`src/rtl/branch_pc_unit_if.sv`:
```
// Bus bundle between decode/register-read (master) and the branch/PC unit (slave).
// The interface parameters must match the ones given to branch_pc_unit.
interface branch_pc_unit_if #(
  parameter int unsigned XLEN      = 32,
  parameter int unsigned RAS_DEPTH = 4
);
  localparam int unsigned CW = $clog2(RAS_DEPTH + 1);

  logic            in_valid;
  logic            stall;
  logic [3:0]      ctrl;
  logic            uns;
  logic [XLEN-1:0] op1;
  logic [XLEN-1:0] op2;
  logic [XLEN-1:0] imm;
  logic [XLEN-1:0] pc_out;
  logic [XLEN-1:0] ra_out;
  logic [CW-1:0]   ras_count;
  logic            out_valid;
  logic            taken;
  logic            ras_overflow;
  logic            ras_underflow;
  logic            illegal;

  modport master (
    output in_valid, stall, ctrl, uns, op1, op2, imm,
    input  pc_out, ra_out, ras_count, out_valid, taken,
           ras_overflow, ras_underflow, illegal
  );

  modport slave (
    input  in_valid, stall, ctrl, uns, op1, op2, imm,
    output pc_out, ra_out, ras_count, out_valid, taken,
           ras_overflow, ras_underflow, illegal
  );
endinterface

```
`src/rtl/branch_pc_unit.sv`:
```
// Registered branch resolver: owns the PC and a circular return-address stack,
// retires one control-flow op per accepted cycle with one-cycle status pulses.
module branch_pc_unit #(
  parameter int unsigned XLEN      = 32,
  parameter int unsigned RAS_DEPTH = 4,
  parameter int unsigned PC_STEP   = 4,
  parameter logic [XLEN-1:0] RESET_PC = '0
) (
  input logic           clk,
  input logic           rst,
  branch_pc_unit_if.slave bus
);
  localparam int unsigned CW = $clog2(RAS_DEPTH + 1);
  localparam int unsigned PW = $clog2(RAS_DEPTH);

  typedef enum logic [3:0] {
    OP_BEQ = 4'd0, OP_BNE = 4'd1, OP_BGT = 4'd2, OP_BGE = 4'd3, OP_BLT = 4'd4,
    OP_BLE = 4'd5, OP_J   = 4'd6, OP_JAL = 4'd7, OP_JR  = 4'd8, OP_NOP = 4'd9
  } op_e;

  logic [XLEN-1:0] ras_mem [RAS_DEPTH];
  logic [PW-1:0]   ptr_q, ptr_d, ptr_inc, ptr_dec;
  logic [CW-1:0]   cnt_q, cnt_d;
  logic [XLEN-1:0] pc_q, pc_d, ra_q, ra_d;
  logic            ov_q, ov_d, tk_q, tk_d, of_q, of_d, uf_q, uf_d, il_q, il_d;
  logic            push;
  logic [XLEN-1:0] seq, tgt;
  logic            eq, lt, accept, cond;

  // Pointer arithmetic wraps explicitly so non-power-of-two depths work.
  assign ptr_inc = (ptr_q == PW'(RAS_DEPTH - 1)) ? '0 : ptr_q + PW'(1);
  assign ptr_dec = (ptr_q == '0) ? PW'(RAS_DEPTH - 1) : ptr_q - PW'(1);

  // Next-state: decode the op, resolve the branch and update the RAS.
  always_comb begin
    pc_d   = pc_q;
    ra_d   = ra_q;
    ptr_d  = ptr_q;
    cnt_d  = cnt_q;
    ov_d   = 1'b0;
    tk_d   = 1'b0;
    of_d   = 1'b0;
    uf_d   = 1'b0;
    il_d   = 1'b0;
    push   = 1'b0;
    cond   = 1'b0;
    seq    = pc_q + XLEN'(PC_STEP);
    tgt    = pc_q + bus.imm;
    eq     = (bus.op1 == bus.op2);
    lt     = bus.uns ? (bus.op1 < bus.op2) : ($signed(bus.op1) < $signed(bus.op2));
    accept = bus.in_valid & ~bus.stall;

    if (accept) begin
      ov_d = 1'b1;
      case (bus.ctrl)
        OP_BEQ: cond = eq;
        OP_BNE: cond = ~eq;
        OP_BGT: cond = ~lt & ~eq;
        OP_BGE: cond = ~lt;
        OP_BLT: cond = lt;
        OP_BLE: cond = lt | eq;
        OP_J:   cond = 1'b1;
        OP_JAL: begin
          cond  = 1'b1;
          push  = 1'b1;
          ptr_d = ptr_inc;
          ra_d  = seq;
          if (cnt_q == CW'(RAS_DEPTH)) of_d = 1'b1;
          else                         cnt_d = cnt_q + CW'(1);
        end
        OP_JR: begin
          tk_d = 1'b1;
          if (cnt_q == '0) begin
            pc_d = bus.op1;
            uf_d = 1'b1;
          end else begin
            pc_d  = ras_mem[ptr_q];
            ptr_d = ptr_dec;
            cnt_d = cnt_q - CW'(1);
            ra_d  = (cnt_q == CW'(1)) ? '0 : ras_mem[ptr_dec];
          end
        end
        OP_NOP:  cond = 1'b0;
        default: il_d = 1'b1;
      endcase
      if (bus.ctrl != OP_JR) begin
        pc_d = cond ? tgt : seq;
        tk_d = cond;
      end
    end
  end

  // State and output registers.
  always_ff @(posedge clk or posedge rst) begin
    if (rst) begin
      pc_q  <= RESET_PC;
      ra_q  <= '0;
      ptr_q <= '0;
      cnt_q <= '0;
      ov_q  <= 1'b0;
      tk_q  <= 1'b0;
      of_q  <= 1'b0;
      uf_q  <= 1'b0;
      il_q  <= 1'b0;
      for (int i = 0; i < int'(RAS_DEPTH); i++) ras_mem[i] <= '0;
    end else begin
      pc_q  <= pc_d;
      ra_q  <= ra_d;
      ptr_q <= ptr_d;
      cnt_q <= cnt_d;
      ov_q  <= ov_d;
      tk_q  <= tk_d;
      of_q  <= of_d;
      uf_q  <= uf_d;
      il_q  <= il_d;
      if (push) ras_mem[ptr_d] <= seq;
    end
  end

  assign bus.pc_out        = pc_q;
  assign bus.ra_out        = ra_q;
  assign bus.ras_count     = cnt_q;
  assign bus.out_valid     = ov_q;
  assign bus.taken         = tk_q;
  assign bus.ras_overflow  = of_q;
  assign bus.ras_underflow = uf_q;
  assign bus.illegal       = il_q;
endmodule

```
`src/flat_wrapper.sv`:
```
// flat-port wrapper written by rule: the top's interface ports become plain ports
module branch_pc_unit_flat 
#(
  parameter int unsigned XLEN      = 32,
  parameter int unsigned RAS_DEPTH = 4,
  parameter int unsigned PC_STEP   = 4,
  parameter logic [XLEN-1:0] RESET_PC = '0
)
  (clk, rst, bus_in_valid, bus_stall, bus_ctrl, bus_uns, bus_op1, bus_op2, bus_imm, bus_pc_out, bus_ra_out, bus_ras_count, bus_out_valid, bus_taken, bus_ras_overflow, bus_ras_underflow, bus_illegal);
  branch_pc_unit_if #(.XLEN(XLEN), .RAS_DEPTH(RAS_DEPTH)) bus_i ();
  input logic clk;
  input logic rst;
  input wire logic [$bits(bus_i.in_valid)-1:0] bus_in_valid;
  input wire logic [$bits(bus_i.stall)-1:0] bus_stall;
  input wire logic [$bits(bus_i.ctrl)-1:0] bus_ctrl;
  input wire logic [$bits(bus_i.uns)-1:0] bus_uns;
  input wire logic [$bits(bus_i.op1)-1:0] bus_op1;
  input wire logic [$bits(bus_i.op2)-1:0] bus_op2;
  input wire logic [$bits(bus_i.imm)-1:0] bus_imm;
  output wire logic [$bits(bus_i.pc_out)-1:0] bus_pc_out;
  output wire logic [$bits(bus_i.ra_out)-1:0] bus_ra_out;
  output wire logic [$bits(bus_i.ras_count)-1:0] bus_ras_count;
  output wire logic [$bits(bus_i.out_valid)-1:0] bus_out_valid;
  output wire logic [$bits(bus_i.taken)-1:0] bus_taken;
  output wire logic [$bits(bus_i.ras_overflow)-1:0] bus_ras_overflow;
  output wire logic [$bits(bus_i.ras_underflow)-1:0] bus_ras_underflow;
  output wire logic [$bits(bus_i.illegal)-1:0] bus_illegal;
  assign bus_i.in_valid = bus_in_valid;
  assign bus_i.stall = bus_stall;
  assign bus_i.ctrl = bus_ctrl;
  assign bus_i.uns = bus_uns;
  assign bus_i.op1 = bus_op1;
  assign bus_i.op2 = bus_op2;
  assign bus_i.imm = bus_imm;
  assign bus_pc_out = bus_i.pc_out;
  assign bus_ra_out = bus_i.ra_out;
  assign bus_ras_count = bus_i.ras_count;
  assign bus_out_valid = bus_i.out_valid;
  assign bus_taken = bus_i.taken;
  assign bus_ras_overflow = bus_i.ras_overflow;
  assign bus_ras_underflow = bus_i.ras_underflow;
  assign bus_illegal = bus_i.illegal;
  branch_pc_unit #(.XLEN(XLEN), .RAS_DEPTH(RAS_DEPTH), .PC_STEP(PC_STEP), .RESET_PC(RESET_PC)) u_core (.clk(clk), .rst(rst), .bus(bus_i));
endmodule
```
`config.mk`:
```
export PLATFORM = sky130hd
export DESIGN_NAME = branch_pc_unit_flat
export DESIGN_NICKNAME = d
export VERILOG_FILES = /design/src/rtl/branch_pc_unit_if.sv /design/src/rtl/branch_pc_unit.sv /design/src/flat_wrapper.sv
export SDC_FILE = /design/constraint.sdc
export NUM_CORES = 1
export LEC_CHECK = 0
export CORE_UTILIZATION = 30
export CTS_CLUSTER_DIAMETER = 40
export DETAILED_ROUTE_END_ITERATION = 10
export PLACE_DENSITY_LB_ADDON = 0.08
export RECOVER_POWER = 25
export SLEW_MARGIN = 5
export SYNTH_ARGS = -nofsm -noshare
export SYNTH_HDL_FRONTEND = slang
export SYNTH_SLANG_ARGS = --single-unit
```
`constraint.sdc`:
```
create_clock -name clk -period 21 [get_ports clk]
set_input_delay 4.2 -clock clk [delete_from_list [all_inputs] [get_ports clk]]
set_output_delay 4.2 -clock clk [all_outputs]
set_load 0.01 [all_outputs]
```
---- Word-level counts from Yosys, hierarchy flattened ----
Cells that the tools add are included.
storage, ports and cells
  bits of input ports ..................... 105
  output and inout port bits .............. 72
  logic and storage cells ................. 102
  register bits after elaboration ......... 202
operators by class
  muxes and demuxes ....................... 41
  reduce and logical (&&, ||, !) cells .... 11
  equality and inequality tests ........... 16
  bitwise logic cells ..................... 9
  magnitude comparators ................... 6
  $add $sub $neg .......................... 6
operators by type and width
  kind                     count
  $mux W32                 11
  $bmux W32 S2             2
  $bwmux W128              1
  $demux W32 S2            1
  $lt A32 B32 Y1           2
  $pmux W32 S2             1
  $add A32 B3 Y32 const B  1
  $add A32 B32 Y32         1
  $eq A32 B32 Y1           1
  $eq A4 B3 Y1 const B     4
  $mux W1                  16
  $reduce_or A10 Y1        1
  $ge A3 B3 Y1 const B     3
  $not A2 Y3               3
  $eq A4 B2 Y1 const B     2
  $eq A4 B4 Y1 const B     2
  $mux W2                  4
  $pmux W1 S7              1
  $mux W3                  2
  $pmux W3 S2              1
  $eq A4 B1 Y1 const B     1
  $logic_not A4 Y1         1
  $ne A2 B2 Y1 const B     2
  $ne A4 B4 Y1 const B     1
  other kinds (20)         24

---- Logic depth before layout (Yosys ltp) ----
Gate-level depths: netlist (run 1).
  word-level depth ........................ 11
  depth in mapped cells ................... 13
  gate-level depth less buffers ........... 11

---- Worst setup path before layout (run 1) ----
No wires, ideal clock.
  path kind ............................... input port to flip-flop
  from .................................... in bus_imm[0]
  to ...................................... reg u_core.pc_q[28], in the netlist u_core.bus.pc_out[28]
  data arrival time ....................... 6.497 ns
  stages .................................. 11
  required time ........................... 20.878 ns
  buffers on the path ..................... 0
  path slack .............................. 14.381 ns
  setup time .............................. 0.122 ns
  cells stage by stage .................... ha_1 -> fa_1 -> a211oi_1 -> o21ai_1 -> a31oi_1 -> o211ai_1 -> a211oi_1 -> nor2_1 -> or3_1 -> nand4_1 -> a21oi_1
between the ends
  longest elaborated chain between the ends .. 3
RTL lines
  what                    RTL line               source
  start: declaration      flat_wrapper.sv:19     input wire logic [$bits(bus_i.imm)-1:0] bus_imm;
  $add A32 B32 Y32        branch_pc_unit.sv:48   tgt = pc_q + bus.imm;
  $mux W32                branch_pc_unit.sv:87   pc_d = cond ? tgt : seq;
  $mux W32                branch_pc_unit.sv:86   if (bus.ctrl != OP_JR) begin
  end signal: assignment  branch_pc_unit.sv:107  pc_q <= pc_d;
  end: declaration        branch_pc_unit.sv:24   logic [XLEN-1:0] pc_q, pc_d, ra_q, ra_d;
No other way between the ends.
A chain may end at the register's enable or synchronous reset.

==> results of run 1 <==
metal layers:
layer | vias to the layer above | GRT usage
met3 | 55 | 0.0364
met2 | 295 | 0.311
met5 | - | 0
met4 | 0 | 0.0526
li1 | 5339 | -
met1 | 5552 | 0.314
layout by cell type, fill, tap and decap left out, types with 12 or more instances in the layout:
master and n:
clkdlybuf4s50_1 174, buf_4 14, nand2_1 177, xnor2_1 29, nand4_1 20, mux4_2 64
clkbuf_16 39, ha_1 69, nor3_1 17, nor2_1 138, and3_1 12, o21ai_0 129
a21oi_1 159, mux2i_1 16, inv_1 47, a211oi_1 13, xor2_1 27, dfrtp_1 200
nand3_1 24
cell families after synthesis:
family                     synth area share
adders and majority gates            0.0688
xor gates and xnor gates             0.0377
DFF                                   0.388
and+or+nand+nor                       0.152
buffers and inverters                0.0435
muxes                                 0.133
AOI/OAI and AO/OA                     0.176
flip-flops by register name, indices dropped and copies added, names as in the netlist:
register,flops
u_core.bus.illegal,1
u_core.bus.out_valid,1
u_core.bus.pc_out,32
u_core.bus.ra_out,32
u_core.bus.ras_count,3
u_core.bus.ras_overflow,1
u_core.bus.ras_underflow,1
u_core.bus.taken,1
u_core.ptr_q,2
u_core.ras_mem,128
cell type report:
cell class,count,area (um^2)
Tap cell,577,722
Sequential cell,202,5060
Multi-Input combinational cell,1054,7450
Clock inverter,18,210
Timing Repair Buffer,193,1880
Inverter,49,185
Clock buffer,47,1060
Fill cell,4315,25900
worst paths after layout:
| check | end | slack, ps | cells past startpoint | from |
|---|---|---|---|---|
| setup / recovery | u_core.bus.pc_out[31] | 11630 | 3 | rst |
| setup reg to reg | u_core.ras_mem[67] | 16990 | 12 | u_core.bus.ras_count[0] |
| hold reg to reg | u_core.bus.ra_out[30] | 480 | 2 | u_core.bus.ra_out[30] |
| max in group clk | u_core.ras_mem[67] | 11700 | 12 | bus_stall |
| hold / removal | u_core.bus.ra_out[30] | 480 | 2 | u_core.bus.ra_out[30] |
| min in group asynchronous | u_core.bus.ra_out[22] | 5450 | 2 | rst |
stage by stage:
stage / hold slack, ps / setup WS (ps) / instances
final: 481 / 11630 / 2140
after global routing: 506 / 10580 / 2140
after CTS: 488 / 13240 / 2140
after detailed placement: 474 / 12700 / 2075
after global placement: 470 / 12800 / 2075
after floorplan: 460 / 11290 / 1392
power breakdown:
| part | switching, mW | internal, mW | total [mW] |
|---|---|---|---|
| clock | 0.209 | 0.404 | 0.613 |
| combinational | 0.511 | 0.438 | 0.949 |
| sequential | 0.146 | 0.524 | 0.670 |
worst register-to-register path, stage by stage, from the launching register on:
cell and delay (ps):
dfrtp_1 410, inv_1 140, ha_1 270, nor2b_4 170, buf_4 460, nor2_4 100
o21ai_4 160, buf_4 540, a21oi_1 120, a21oi_2 310, nand2_1 440, buf_4 450
mux2_2 330
==> results.json, run 1 <==
{
  "outcome": "complete, but fails checks",
  "violations": "max-capacitance violations, max-slew violations",
  "cts_tree": "yes",
  "p_per_area_nw_per_um2": 135,
  "rsz0062_at_grt": "false",
  "endpoint_kind": "asynchronous set/reset pin",
  "final_util": 0.390,
  "crit_path_start_kind": "primary input",
  "gp_congestion": 0.859,
  "hold_class": "flop to flop",
  "dr_wl_met3_um": 2440,
  "layout_min_cycle_time_ps": 9370,
  "core-area_um2": 42400,
  "drc": 0,
  "netlist_area_um2": 13000,
  "synth_ff_type": "dfrtp_1",
  "synth.distinct_cells": 70,
  "portBuffers": 176,
  "cts_resized": 0,
  "worst_slew_pin_slew_ps": 4420,
  "grt_start_max_net_pins": 93,
  "holdBufCountCts": 0,
  "dr.pass1.iters": 5,
  "synth_edf_count": 0,
  "synthArstFlopShare": 1.00,
  "slowest_stage": "clkinvlp_2",
  "dieArea_um2": 44200,
  "grt.overflow.total": 0,
  "hold_viol": 0,
  "post_cts_buffers": 0,
  "finalSetupTns_ps": 0,
  "syn_inst": 1392,
  "required_ps": 21000,
  "yosys.area.top_type": "dfrtp_1",
  "layout-drive-gt1-share": 0.114,
  "vias_per_cell": 5.25,
  "finalCritPeriodShare": 0.446,
  "yosys_warnings": 0,
  "ys_seq_area_frac": 0.388,
  "synth.most_common_cell": "dfrtp_1",
  "crit_family": "buffers and inverters",
  "critPathKind": "primary input to asynchronous set/reset pin",
  "p_total_mw": 2.23,
  "yosys.area.top_type_share": 0.388,
  "routed_wl_um": 46000,
  "cts_max_level": 2,
  "clock_skew_ps": 27.2,
  "peakVddDrop_v": 0.0000554,
  "grt_pass1_wl_um": 70400,
  "grt_pass1_vias": 11100,
  "max-slew-margin-rel": -1.96,
  "clkSinkCount": 202,
  "syn_nets": 1568,
  "clock_path_buffers": 3,
  "clock.fmax_mhz": 107,
  "ant_nets": 0,
  "synthTopCellsByCount": "dfrtp_1, nand2_1, a21oi_1",
  "clk_pin_slew_worst_paths_ps": 50,
  "post_drt_wl_per_cell_um": 21.5,
  "rows": 75,
  "arrival_ps": 9370,
  "final_nets": 1713,
  "highest_layer": "met4",
  "critPathMaxFanout": 92,
  "setup_viol": 0,
  "hpwl_um": 32600,
  "drv_slew": 226,
  "grt_usage": 0.210,
  "placed_area_um2": 15300,
  "path_cells": "dlygate4sd3_1 -> clkinvlp_2 -> clkbuf_1",
  "io-pin-count": 177,
  "drt_iter0_drc": 703,
  "cp_slowest_stage_delay_ps": 2430,
  "cts_buffers": 37,
  "maxCapViolations": 4,
  "syn_to_final_growth_pct": 27.1,
  "antenna_found_initial": 0,
  "finalInstanceArea_um2": 16600,
  "ys_ff_latch": 202,
  "avgSynthCellArea_um2": 9.36,
  "floorplan.initialDensity": 0.307,
  "p_leak_nw": 6.95,
  "worstPathBufferInverterCount": 3,
  "dr_total_vias": 11200,
  "diodes": 0,
  "dieHeight_um": 210,
  "dieWidth_um": 210,
  "clock_latency_ps": 530,
  "synth_area_leaders": "dfrtp_1, mux4_2, ha_1",
  "root_buffer": "clkbuf_16",
  "drt-met1-wl_um": 22800,
  "met2RoutedLength_um": 20000
}
Power figures use the tool's default switching activity.
==> run 2, diff against run 1 <==
- clock period: 21 -> 7.78 ns (I/O delays scaled with it)
==> run 2 against run 1 <==
Against the previous run:
- the flow still finishes with violations (max-capacitance violations, max-slew violations)
- die area did not move
- power rose to 2.7 times the previous value
- clock power rose to 2.7 times the previous value
- register-to-register slack got worse by 13000 ps
==> results.json, run 2 (synthesis results as in run 1) <==
{
  "final_nets": 1714,
  "post_cts_buffers": 0,
  "endpoint_kind": "flop",
  "dr_total_vias": 11300,
  "grt_pass1_vias": 11100,
  "rows": 75,
  "top_register": "u_core.ras_mem",
  "layout_commonest_cell": "dfrtp_1",
  "cts_resized": 0,
  "dr.pass1.iters": 5,
  "layout-drive-gt1-share": 0.116,
  "clock_path_buffers": 3,
  "syn_to_final_growth_pct": 27.4,
  "setup_ws_ps": 2300,
  "finalCritPeriodShare": 0.704,
  "drv_slew": 168,
  "finalInstanceArea_um2": 16600,
  "violations": "max-capacitance violations, max-slew violations",
  "p_leak_nw": 6.95,
  "required_ps": 8150,
  "grt_start_max_net_pins": 81,
  "cts_buffers": 38,
  "vias_per_cell": 5.25,
  "p_per_area_nw_per_um2": 363,
  "arrival_ps": 5850,
  "dieHeight_um": 210,
  "clk_pin_slew_worst_paths_ps": 50,
  "place_ws_ps": 2080,
  "clock.fmax_mhz": 183,
  "crit_path_start_kind": "primary input",
  "hpwl_um": 32300,
  "finalSetupTns_ps": 0,
  "holdBufCountCts": 0,
  "peakVddDrop_v": 0.000162,
  "grt_usage": 0.208,
  "mostFrequentLayoutCells": "dfrtp_1, nand2_1, clkdlybuf4s50_1",
  "hold_viol": 0,
  "ant_nets": 0,
  "dieArea_um2": 44200,
  "largest_register_ffs": 128,
  "grt_pass1_wl_um": 69700,
  "cts_tree": "yes",
  "clock_skew_ps": 31.1,
  "clock_latency_ps": 530,
  "worst_slew_pin_slew_ps": 3720,
  "portBuffers": 176,
  "drc": 0,
  "setup_viol": 0,
  "root_buffer": "clkbuf_16",
  "dieWidth_um": 210,
  "antenna_found_initial": 0,
  "routed_wl_um": 45800,
  "fillers": 4305,
  "critPathMaxFanout": 66,
  "grt.overflow.total": 0,
  "maxCapViolations": 3,
  "outcome": "complete, but fails checks",
  "rsz0062_at_grt": "false",
  "hold_class": "flop to flop",
  "gp_congestion": 0.829,
  "drt_iter0_drc": 951,
  "io-pin-count": 177,
  "cts_max_level": 2,
  "post_drt_wl_per_cell_um": 21.4,
  "placed_area_um2": 15300,
  "layout_min_cycle_time_ps": 5480,
  "clkSinkCount": 202,
  "critPathKind": "primary input to flop",
  "floorplan.initialDensity": 0.307,
  "core-area_um2": 42400,
  "max-slew-margin-rel": -1.49
}
[run 2: cell types whose count changed in the layout (fill, tap and decap cells not counted), sizes merged]
cell           delta
clkdlybuf4s50     -5
diode             +1
inv               -2
clkbuf            +1
dlygate4sd3       +5
clkinv            -1
bufinv            -1
buf               +1
clkinvlp          +6
[run 2: layout make-up]
cell class,count,area (um^2),share of cell area
inverters,49,185,0.0112
diodes,1,2.50,0.000151
repair buffers,193,1880,0.113
well taps,577,722,0.0435
clock inverters,20,233,0.0140
clock buffers,49,1060,0.0641
flip-flops and latches,202,5060,0.305
multi-input cells,1054,7450,0.449
[run 2: final timing paths]
check | cells after the start | from | slack, ps | endpoint
min reg2reg | 2 | u_core.bus.ra_out[6] | 480 | u_core.bus.ra_out[6]
max | 12 | bus_stall | 2300 | u_core.ras_mem[94]
max in group asynchronous | 3 | rst | 2380 | u_core.ptr_q[1]
max reg2reg | 11 | u_core.bus.pc_out[0] | 3930 | u_core.bus.pc_out[28]
min in group asynchronous | 2 | rst | 2560 | u_core.bus.ra_out[22]
min | 2 | u_core.bus.ra_out[6] | 480 | u_core.bus.ra_out[6]
[run 2: through the flow]
step / utilization / total power [mW] / hold slack, ps / instances
floorplan: - / 3.36 / 460 / 1392
global placement: 0.361 / 4.38 / 473 / 2075
detailed placement: 0.361 / 4.39 / 477 / 2075
CTS: 0.392 / 6.09 / 492 / 2144
global route: 0.391 / 6.41 / 512 / 2144
finish: 0.391 / 6.03 / 482 / 2145
[run 2: metal layers]
layer  track usage  vias to the layer above  wire, um
li1              -                     5355         -
met1         0.318                     5508     22900
met2         0.305                      339     19600
met3        0.0344                       54      2630
met4        0.0463                        0       684
met5             0                        -         0
[run 2: where the power goes]
group | internal [mW] | switching (mW) | leakage (nW)
sequential | 1.41 | 0.379 | 2.62
clock | 1.07 | 0.585 | 0.608
combinational | 1.18 | 1.40 | 3.72
[run 2: worst max-delay path, stage by stage]
cell and delay, ps:
dlygate4sd3_1 520, nand2b_1 100, clkbuf_1 1160, inv_2 130
o21ai_4 100, buf_4 500, a21oi_1 110, a21oi_2 300
nand2_1 660, buf_4 500, nand2_1 100, o21ai_0 70
